===== src/rtl/avalon_cmd_pkg.sv =====
`default_nettype none
// ============================================================================
// Module      : avalon_cmd_pkg
// Description : Op/status codes, FSM encoding and register map shared by the
//               Avalon command master and its register slave.
// Revision    : 1.0 - initial release
// ============================================================================
package avalon_cmd_pkg;

    localparam logic [1:0] OP_WRITE    = 2'b00;
    localparam logic [1:0] OP_READ     = 2'b01;
    localparam logic [1:0] OP_POLL     = 2'b10;
    localparam logic [1:0] OP_RSVD     = 2'b11;

    localparam logic [1:0] ST_OK       = 2'b00;
    localparam logic [1:0] ST_TIMEOUT  = 2'b01;
    localparam logic [1:0] ST_BADOP    = 2'b10;

    typedef enum logic [2:0] {
        S_IDLE   = 3'd0,
        S_STROBE = 3'd1,
        S_RDWAIT = 3'd2,
        S_GAP    = 3'd3,
        S_RESP   = 3'd4
    } state_e;

    localparam logic [5:0]  REG_CTRL    = 6'h00;
    localparam logic [5:0]  REG_COUNT   = 6'h04;
    localparam logic [5:0]  REG_ZERO    = 6'h08;
    localparam logic [5:0]  REG_VERSION = 6'h0C;
    localparam logic [31:0] SYS_VERSION = 32'd20;

endpackage
`default_nettype wire


===== src/rtl/avalon_cmd_master.sv =====
`default_nettype none
// ============================================================================
// Module      : avalon_cmd_master
// Description : Turns host WRITE/READ/POLL commands into single Avalon-MM bus
//               cycles and returns one response per command. POLL support is
//               built only when AVALON_CMD_MASTER_POLL_EN is defined.
// Revision    : 1.0 - initial release
// ============================================================================
module avalon_cmd_master #(
    parameter int unsigned ADDR_WIDTH   = 6,
    parameter int unsigned DATA_WIDTH   = 32,
    parameter int unsigned READ_LATENCY = 1,
    parameter int unsigned POLL_MAX     = 1024,
    parameter int unsigned POLL_GAP     = 4
) (
    input  logic                  clk,
    input  logic                  reset,
    input  logic                  cmd_valid,
    output logic                  cmd_ready,
    input  logic [1:0]            cmd_op,
    input  logic [ADDR_WIDTH-1:0] cmd_address,
    input  logic [DATA_WIDTH-1:0] cmd_data,
    input  logic [DATA_WIDTH-1:0] cmd_mask,
    output logic                  rsp_valid,
    input  logic                  rsp_ready,
    output logic [DATA_WIDTH-1:0] rsp_data,
    output logic [1:0]            rsp_status,
    output logic [ADDR_WIDTH-1:0] master_address,
    output logic                  master_read,
    output logic                  master_write,
    output logic [DATA_WIDTH-1:0] master_writedata,
    input  logic [DATA_WIDTH-1:0] master_readdata,
    output logic                  busy
);
    import avalon_cmd_pkg::*;

    localparam logic [2:0] LAT_LOAD = 3'(READ_LATENCY - 1);

    state_e                  state_q, state_d;
    logic [1:0]              op_q, op_d;
    logic [ADDR_WIDTH-1:0]   addr_q, addr_d;
    logic [DATA_WIDTH-1:0]   data_q, data_d;
    logic [2:0]              lat_q, lat_d;
    logic                    cmd_ready_q, cmd_ready_d;
    logic                    busy_q, busy_d;
    logic                    rsp_valid_q, rsp_valid_d;
    logic [DATA_WIDTH-1:0]   rsp_data_q, rsp_data_d;
    logic [1:0]              rsp_status_q, rsp_status_d;
    logic                    master_read_q, master_read_d;
    logic                    master_write_q, master_write_d;
    logic [ADDR_WIDTH-1:0]   master_address_q, master_address_d;
    logic [DATA_WIDTH-1:0]   master_writedata_q, master_writedata_d;
    logic                    w_op_bus;

`ifdef AVALON_CMD_MASTER_POLL_EN
    localparam logic [15:0] POLL_LIMIT = 16'(POLL_MAX);
    localparam logic [7:0]  GAP_LOAD   = 8'(POLL_GAP - 1);

    logic [DATA_WIDTH-1:0]   mask_q, mask_d;
    logic [7:0]              gap_q, gap_d;
    logic [15:0]             attempts_q, attempts_d;
    logic [15:0]             w_attempts_inc;

    assign w_op_bus       = (cmd_op == OP_WRITE) || (cmd_op == OP_READ) || (cmd_op == OP_POLL);
    // Saturating so a huge POLL_MAX can never wrap the count back to zero.
    assign w_attempts_inc = (&attempts_q) ? attempts_q : attempts_q + 16'd1;
`else
    logic unused_poll_cfg;

    assign w_op_bus        = (cmd_op == OP_WRITE) || (cmd_op == OP_READ);
    assign unused_poll_cfg = ^{cmd_mask, 16'(POLL_MAX), 8'(POLL_GAP)};
`endif

    always_comb begin
        state_d            = state_q;
        op_d               = op_q;
        addr_d             = addr_q;
        data_d             = data_q;
        lat_d              = lat_q;
        cmd_ready_d        = cmd_ready_q;
        busy_d             = busy_q;
        rsp_valid_d        = rsp_valid_q;
        rsp_data_d         = rsp_data_q;
        rsp_status_d       = rsp_status_q;
        master_read_d      = 1'b0;
        master_write_d     = 1'b0;
        master_address_d   = '0;
        master_writedata_d = '0;
`ifdef AVALON_CMD_MASTER_POLL_EN
        mask_d             = mask_q;
        gap_d              = gap_q;
        attempts_d         = attempts_q;
`endif
        case (state_q)
            S_IDLE: begin
                if (cmd_valid) begin
                    op_d        = cmd_op;
                    addr_d      = cmd_address;
                    data_d      = cmd_data;
                    cmd_ready_d = 1'b0;
                    busy_d      = 1'b1;
`ifdef AVALON_CMD_MASTER_POLL_EN
                    mask_d      = cmd_mask;
                    attempts_d  = '0;
`endif
                    if (w_op_bus) begin
                        state_d          = S_STROBE;
                        master_address_d = cmd_address;
                        if (cmd_op == OP_WRITE) begin
                            master_write_d     = 1'b1;
                            master_writedata_d = cmd_data;
                        end else begin
                            master_read_d      = 1'b1;
                        end
                    end else begin
                        state_d      = S_RESP;
                        rsp_valid_d  = 1'b1;
                        rsp_data_d   = '0;
                        rsp_status_d = ST_BADOP;
                    end
                end
            end
            S_STROBE: begin
                if (op_q == OP_WRITE) begin
                    state_d      = S_RESP;
                    rsp_valid_d  = 1'b1;
                    rsp_data_d   = '0;
                    rsp_status_d = ST_OK;
                end else begin
                    state_d      = S_RDWAIT;
                    lat_d        = LAT_LOAD;
                end
            end
            S_RDWAIT: begin
                if (lat_q != 3'd0) begin
                    lat_d = lat_q - 3'd1;
                end else begin
`ifdef AVALON_CMD_MASTER_POLL_EN
                    if (op_q == OP_POLL) begin
                        attempts_d = w_attempts_inc;
                        if ((master_readdata & mask_q) == (data_q & mask_q)) begin
                            state_d      = S_RESP;
                            rsp_valid_d  = 1'b1;
                            rsp_data_d   = master_readdata;
                            rsp_status_d = ST_OK;
                        end else if (w_attempts_inc >= POLL_LIMIT) begin
                            state_d      = S_RESP;
                            rsp_valid_d  = 1'b1;
                            rsp_data_d   = master_readdata;
                            rsp_status_d = ST_TIMEOUT;
                        end else if (POLL_GAP == 0) begin
                            state_d          = S_STROBE;
                            master_read_d    = 1'b1;
                            master_address_d = addr_q;
                        end else begin
                            state_d = S_GAP;
                            gap_d   = GAP_LOAD;
                        end
                    end else
`endif
                    begin
                        state_d      = S_RESP;
                        rsp_valid_d  = 1'b1;
                        rsp_data_d   = master_readdata;
                        rsp_status_d = ST_OK;
                    end
                end
            end
            S_GAP: begin
`ifdef AVALON_CMD_MASTER_POLL_EN
                if (gap_q == 8'd0) begin
                    state_d          = S_STROBE;
                    master_read_d    = 1'b1;
                    master_address_d = addr_q;
                end else begin
                    gap_d = gap_q - 8'd1;
                end
`else
                state_d     = S_IDLE;
                cmd_ready_d = 1'b1;
                busy_d      = 1'b0;
`endif
            end
            S_RESP: begin
                if (rsp_ready) begin
                    state_d      = S_IDLE;
                    rsp_valid_d  = 1'b0;
                    rsp_data_d   = '0;
                    rsp_status_d = ST_OK;
                    cmd_ready_d  = 1'b1;
                    busy_d       = 1'b0;
                end
            end
            default: begin
                state_d     = S_IDLE;
                rsp_valid_d = 1'b0;
                cmd_ready_d = 1'b1;
                busy_d      = 1'b0;
            end
        endcase
    end

    always_ff @(posedge clk) begin
        if (reset) begin
            state_q            <= S_IDLE;
            op_q               <= OP_WRITE;
            addr_q             <= '0;
            data_q             <= '0;
            lat_q              <= '0;
            cmd_ready_q        <= 1'b1;
            busy_q             <= 1'b0;
            rsp_valid_q        <= 1'b0;
            rsp_data_q         <= '0;
            rsp_status_q       <= ST_OK;
            master_read_q      <= 1'b0;
            master_write_q     <= 1'b0;
            master_address_q   <= '0;
            master_writedata_q <= '0;
`ifdef AVALON_CMD_MASTER_POLL_EN
            mask_q             <= '0;
            gap_q              <= '0;
            attempts_q         <= '0;
`endif
        end else begin
            state_q            <= state_d;
            op_q               <= op_d;
            addr_q             <= addr_d;
            data_q             <= data_d;
            lat_q              <= lat_d;
            cmd_ready_q        <= cmd_ready_d;
            busy_q             <= busy_d;
            rsp_valid_q        <= rsp_valid_d;
            rsp_data_q         <= rsp_data_d;
            rsp_status_q       <= rsp_status_d;
            master_read_q      <= master_read_d;
            master_write_q     <= master_write_d;
            master_address_q   <= master_address_d;
            master_writedata_q <= master_writedata_d;
`ifdef AVALON_CMD_MASTER_POLL_EN
            mask_q             <= mask_d;
            gap_q              <= gap_d;
            attempts_q         <= attempts_d;
`endif
        end
    end

    // Reset must kill an in-flight strobe or response in the same cycle it is asserted.
    assign master_read      = master_read_q  & ~reset;
    assign master_write     = master_write_q & ~reset;
    assign master_address   = reset ? '0 : master_address_q;
    assign master_writedata = reset ? '0 : master_writedata_q;
    assign rsp_valid        = rsp_valid_q & ~reset;
    assign rsp_data         = rsp_data_q;
    assign rsp_status       = rsp_status_q;
    assign cmd_ready        = cmd_ready_q;
    assign busy             = busy_q;

endmodule
`default_nettype wire


===== config.mk =====
export PLATFORM = sky130hd
export DESIGN_NAME = avalon_cmd_master
export DESIGN_NICKNAME = d
export VERILOG_FILES = /design/src/rtl/avalon_cmd_pkg.sv /design/src/rtl/avalon_cmd_master.sv
export SDC_FILE = /design/constraint.sdc
export NUM_CORES = 1
export LEC_CHECK = 0
export ABC_CLOCK_PERIOD_IN_PS = 2510
export CAP_MARGIN = 30
export CORE_AREA = 2 2 73 128
export DETAILED_ROUTE_END_ITERATION = 12
export DIE_AREA = 0 0 75 130
export GPL_TIMING_DRIVEN = 0
export PLACE_DENSITY = 0.78
export SYNTH_ARGS = -nofsm -noshare
export SYNTH_HDL_FRONTEND = slang
export SYNTH_SLANG_ARGS = --single-unit

===== constraint.sdc =====
create_clock -name clk -period 2.51 [get_ports clk]
set_input_delay 0.251 -clock clk [delete_from_list [all_inputs] [get_ports clk]]
set_output_delay 0.251 -clock clk [all_outputs]
set_load 0.01 [all_outputs]

Word level (Yosys, flattened, before mapping)

Index checks and enable logic that the tools add are counted.

Output and inout bits: 77
Input bits: 108
Register bits after elaboration: 85

Reductions and logical operators: 16
Bitwise logic cells: 10
Equality and inequality tests: 12
Add/sub/neg operators: 1
Multiplexer cells: 36

Operator list:

| kind                                                            | number |
|---|---|
| 32-bit 2-to-1 mux                                               | 6 |
| 32-bit case mux with 4 select lines                             | 1 |
| 3-bit 2-to-1 mux                                                | 7 |
| 2-bit inequality test, second input constant                    | 7 |
| 3-bit case mux with 4 select lines                              | 1 |
| 6-bit AND reduction                                             | 2 |
| 1-bit 2-to-1 mux                                                | 10 |
| 2-bit 2-to-1 mux                                                | 5 |
| 3-bit AND reduction                                             | 3 |
| 2-bit case mux with 4 select lines                              | 1 |
| 1-bit inverter                                                  | 7 |
| 3-bit by 2-bit == test with 1-bit output, second input constant | 2 |
| 6-bit 2-to-1 mux                                                | 1 |
| 1-bit case mux with 3 select lines                              | 2 |
| 3-bit case mux with 2 select lines                              | 1 |
| 1-bit case mux with 5 select lines                              | 1 |
| 5-bit OR reduction                                              | 1 |
| 2-bit logical NOT                                               | 2 |
| 4-bit nonzero test                                              | 1 |
| 4-bit OR reduction                                              | 1 |
| 1-bit bitwise AND                                               | 3 |
| 3-bit by 1-bit == test with 1-bit output, second input constant | 1 |
| 3-bit == test, second input constant                            | 1 |
| 3-bit logical NOT                                               | 1 |
| 7 further kinds                                                 | 7 |

Longest topological paths before layout

Depth in word-level cells: 5
Mapped depth: 7

Least setup slack after synthesis

No wires, ideal clock.

Path type: register to register
Start point: reg lat_q[0]
End point: reg rsp_data_q[0] (netlist: rsp_data[0])
Stages on the path, launching flop included: 8
Data arrival time: 1765 ps
Buffers on the path: 1
Path slack: 673 ps
Path through: dfxtp_1 inv_1 ha_1 and3b_1 or4_4 o211ai_4 buf_12 mux2i_1

Longest elaborated chain between the ends: 3

Ends and longest elaborated chain:

| element                         | line                     | RTL |
|---|---|---|
| start: declaration              | avalon_cmd_master.sv:43  | `logic [2:0] lat_q, lat_d;` |
| start signal: assignment        | avalon_cmd_master.sv:229 | `lat_q <= lat_d;` |
| 3-bit nonzero test              | avalon_cmd_master.sv:135 | `if (lat_q != 3'd0) begin` |
| 2-bit inequality test (no line) | n/a                      |  |
| 6-bit AND reduction (no line)   | n/a                      |  |
| end signal: assignment          | avalon_cmd_master.sv:233 | `rsp_data_q <= rsp_data_d;` |
| end: declaration                | avalon_cmd_master.sv:47  | `logic [DATA_WIDTH-1:0] rsp_data_q, rsp_data_d;` |

Every way passes these cells.
A chain may end at the register's enable or synchronous reset.

Worst setup path after layout

Start point: in reset
End point: out master_writedata[21]

Longest elaborated chain between the ends: 1

Ends and longest elaborated chain:

| element            | line                     | RTL |
|---|---|---|
| start: declaration | avalon_cmd_master.sv:17  | `input logic reset,` |
| 32-bit 2-to-1 mux  | avalon_cmd_master.sv:251 | `assign master_writedata = reset ? '0 : master_writedata_q;` |
| end: declaration   | avalon_cmd_master.sv:31  | `output logic [DATA_WIDTH-1:0] master_writedata,` |

Every way passes these cells.

==> impl_metrics.json <==
{
  "std_cell_rows": 46,
  "clock_sink_count": 84,
  "power.static_leakage_nw": 2.06,
  "aggregate_global_routing_overflow": 0,
  "setup_total_negative_slack_ns": 0,
  "reg2reg_capture_point": "rsp_data[15]",
  "gr-usage-met3_pct": 7.10,
  "syn_inst": 338,
  "cts_tree": "yes",
  "timing.clock.skew_ns": 0.00817,
  "clkSlewWorstSetupHoldPaths_ns": 0.06,
  "route.vias.total": 2796,
  "design.die.area_mm2": 0.00975,
  "final_common_cell": "sky130_fd_sc_hd__clkdlybuf4s50_1",
  "drt-initial-drc-count": 30,
  "portBuffers": 151,
  "worstHoldEndpoint": "rsp_data[24]",
  "synth.area.top_cells": "sky130_fd_sc_hd__dfxtp_1 (52%), sky130_fd_sc_hd__mux2i_1 (11%), sky130_fd_sc_hd__nor2b_1 (8.3%), sky130_fd_sc_hd__nand2_1 (7.9%), sky130_fd_sc_hd__and2_1 (7.7%)",
  "final_hpwl_from_detailed_placement_um": 6180,
  "flow.area_growth_from_synthesis_pct": 60.2,
  "first_pass_iters": 4,
  "synth_edf_count": 0,
  "grt_start_max_net_pins": 15,
  "cts_buffers": 9,
  "max-clock-path-buffers": 2,
  "place_congestion": 0.813,
  "layout_worst_path_cycle_share_pct": 92.2,
  "rsz_0062_raised_after_global_routing": "no",
  "critPathMaxFanout": 10,
  "placed_cells": 609,
  "endpoint_kind": "primary output",
  "max-vdd-ir-drop_mv": 0.543,
  "grt_pass1_wl_um": 12400,
  "cpMostUsedCell": "sky130_fd_sc_hd__clkdlybuf4s50_1",
  "worst_r2r_path_depth": 7,
  "yosysSeqAreaShare_pct": 51.8,
  "final_period_minus_worst_setup_slack_ns": 2.31,
  "antenna_cells": 0,
  "grt_busiest_layer": "met2",
  "grtUsageMet1_pct": 15.2,
  "setup_viol": 0,
  "drive_above_1_share_pct": 5.54,
  "remaining_drc_errors": 0,
  "starting_density_of_the_core_pct": 36.8,
  "worst_hold_startpoint": "rsp_data[24]",
  "worst_pin_slew_ns": 0.620,
  "postSynthAreaPerCell_um2": 9.60,
  "synthesis.area_mm2": 0.00324,
  "cts-root-buf": "sky130_fd_sc_hd__clkbuf_16",
  "via_per_inst": 4.47,
  "cp_data_required_time_ns": 2.26,
  "yosysTopAreaCellShare_pct": 51.8,
  "die_y_um": 130,
  "synthesis.yosys.warnings": 0,
  "endpoint_arrival_time_on_the_critical_path_ns": 2.06,
  "synth_top_flop_cell": "sky130_fd_sc_hd__dfxtp_1",
  "critical_path.startpoint_type": "primary input",
  "grt_use_met2_pct": 30.2,
  "wl_per_cell_um": 12.6,
  "drv_slew": 0,
  "hp-class": "reg2reg",
  "timing.fmax_ghz": 0.432,
  "cpPeakStageDelay_ns": 0.58,
  "timing.critical_path.cells": "clkdlybuf4s50_1 > clkbuf_2 > clkbuf_1 > nor2b_1 > clkdlybuf4s50_1",
  "core_region_area_mm2": 0.00881,
  "design.portCount": 185,
  "clock_tree.htree_level_count": 3,
  "grt_antenna_before_repair": 0,
  "global_route.usage.total_pct": 16.7,
  "worstHoldPathCells": 2,
  "route.antenna.remaining_nets": 0,
  "synth_largest_area_cell": "sky130_fd_sc_hd__dfxtp_1",
  "outcome": "complete, no violations",
  "syn_nets": 448,
  "chipWidth_um": 75,
  "async_flop_share_pct": 0,
  "timing.critical_path.slowest_stage_cell": "sky130_fd_sc_hd__clkdlybuf4s50_1",
  "nNetsFinal": 610,
  "layout.cells.non_filler": 625,
  "worst-setup-path-type": "in2out",
  "power_density_mw_per_mm2": 572,
  "maxCapViolations": 0,
  "r2r_start": "lat_q[0]",
  "first_global_vias": 2855,
  "clk_latency_ns": 0.33,
  "synth.distinct_cells": 36,
  "finalWirelength_um": 7860,
  "report.final.hold_viol_count": 0,
  "maxSlewHeadroom_pct": 58.4,
  "most_frequent_cells_in_the_layout": "sky130_fd_sc_hd__clkdlybuf4s50_1 (151), sky130_fd_sc_hd__dfxtp_1 (84), sky130_fd_sc_hd__nand2_1 (68), sky130_fd_sc_hd__nor2b_1 (43), sky130_fd_sc_hd__and2_1 (40)",
  "setup.reg_to_reg.worst_slack_ns": 0.48,
  "synth-seq-cells": 84
}
[Yosys cell counts (2+ instances only)]
library cell and number:
sky130_fd_sc_hd__a21oi_1 6, sky130_fd_sc_hd__or3_1 2, sky130_fd_sc_hd__o31ai_1 2, sky130_fd_sc_hd__inv_1 4
sky130_fd_sc_hd__nor2_1 5, sky130_fd_sc_hd__clkbuf_1 14, sky130_fd_sc_hd__and2_1 40, sky130_fd_sc_hd__buf_2 2
sky130_fd_sc_hd__nand2_1 68, sky130_fd_sc_hd__nor2b_1 43, sky130_fd_sc_hd__ha_1 2, sky130_fd_sc_hd__mux2i_1 35
sky130_fd_sc_hd__buf_12 3, sky130_fd_sc_hd__o21ai_0 5, sky130_fd_sc_hd__dfxtp_1 84, sky130_fd_sc_hd__nor3_1 3
[stage by stage]
stage                     power, mW  hold slack, ns  util (%)  cell area (um^2)  worst slack (ns)
after floorplan                1.58           0.373         -              3240             0.673
after global placement         1.76           0.444      55.7              4910           -0.0303
after detailed placement       1.76           0.452      55.7              4910           -0.0498
after CTS                      3.02           0.456      59.0              5190            0.0158
after global routing           3.10           0.476      59.0              5200            0.0529
final                          2.97           0.456      59.0              5200             0.196
[state kept, by name, summed over array words and instances, names as in the netlist]
name                flops
master_writedata_q     32
rsp_data               32
master_address_q        6
lat_q                   3
state_q                 3
op_q                    2
busy                    1
cmd_ready               1
master_read_q           1
master_write_q          1
rsp_status              1
rsp_valid_q             1
[worst max path at each step]
stage / start / end / slack (ns) / cells after the start
finish: reset / master_writedata[21] / 0.20 / 5
global route: reset / master_writedata[17] / 0.05 / 5
CTS: reset / master_writedata[17] / 0.02 / 5
detailed placement: reset / master_writedata[29] / -0.05 / 5
global placement: reset / master_writedata[29] / -0.03 / 5
floorplan: lat_q[0] / rsp_data[0] / 0.67 / 7
[critical path: cells and delay by family]
| family | cells | cell delay, ns |
|---|---|---|
| buffers and inverters | 4 | 1.71 |
| AND/OR/NAND/NOR | 1 | 0.10 |
[where the power goes]
part	total, mW	leakage [nW]	switching, mW	internal [mW]
Sequential	1.37	0.680	0.0115	1.36
Combinational	0.358	1.23	0.140	0.218
Clock	1.24	0.143	0.510	0.729
Total	2.97	2.06	0.662	2.31
[timing repair]
item,in CTS,in global routing
buffers inserted,0,0
endpoints found under the setup margin,4,10
gates resized for setup,1,2
cloned,0,0
hold buffers,0,0
[cell families (layout without fill, tap and decap cells)]
group                    after synthesis  after routing  synth area share (%)
buffers and inverters                 26            193                  4.70
flip-flops                            84             84                  51.8
adder cells (fa/ha/maj)                2              2                 0.771
other                                  1              1                 0.116
multiplexers                          35             35                  10.8
AO/OA/AOI/OAI                         19             19                  4.09
AND/OR/NAND/NOR                      171            171                  27.7
[per-layer routing]
layer  up-vias  routed length (um)
li1       1405                   -
met1      1265                2730
met2       114                4250
met3        12                 728
met4         0                 156
met5         -                   0
[cell type report]
class | instances | area, um^2
clock buffer | 12 | 256
clock inverter | 4 | 31.3
inverter | 5 | 18.8
sequential | 84 | 1680
multi-input combinational | 228 | 1410
fill | 794 | 3610
tap | 120 | 150
buffer | 21 | 136
timing repair buffer | 151 | 1510
Power figures use the tool's default switching activity.
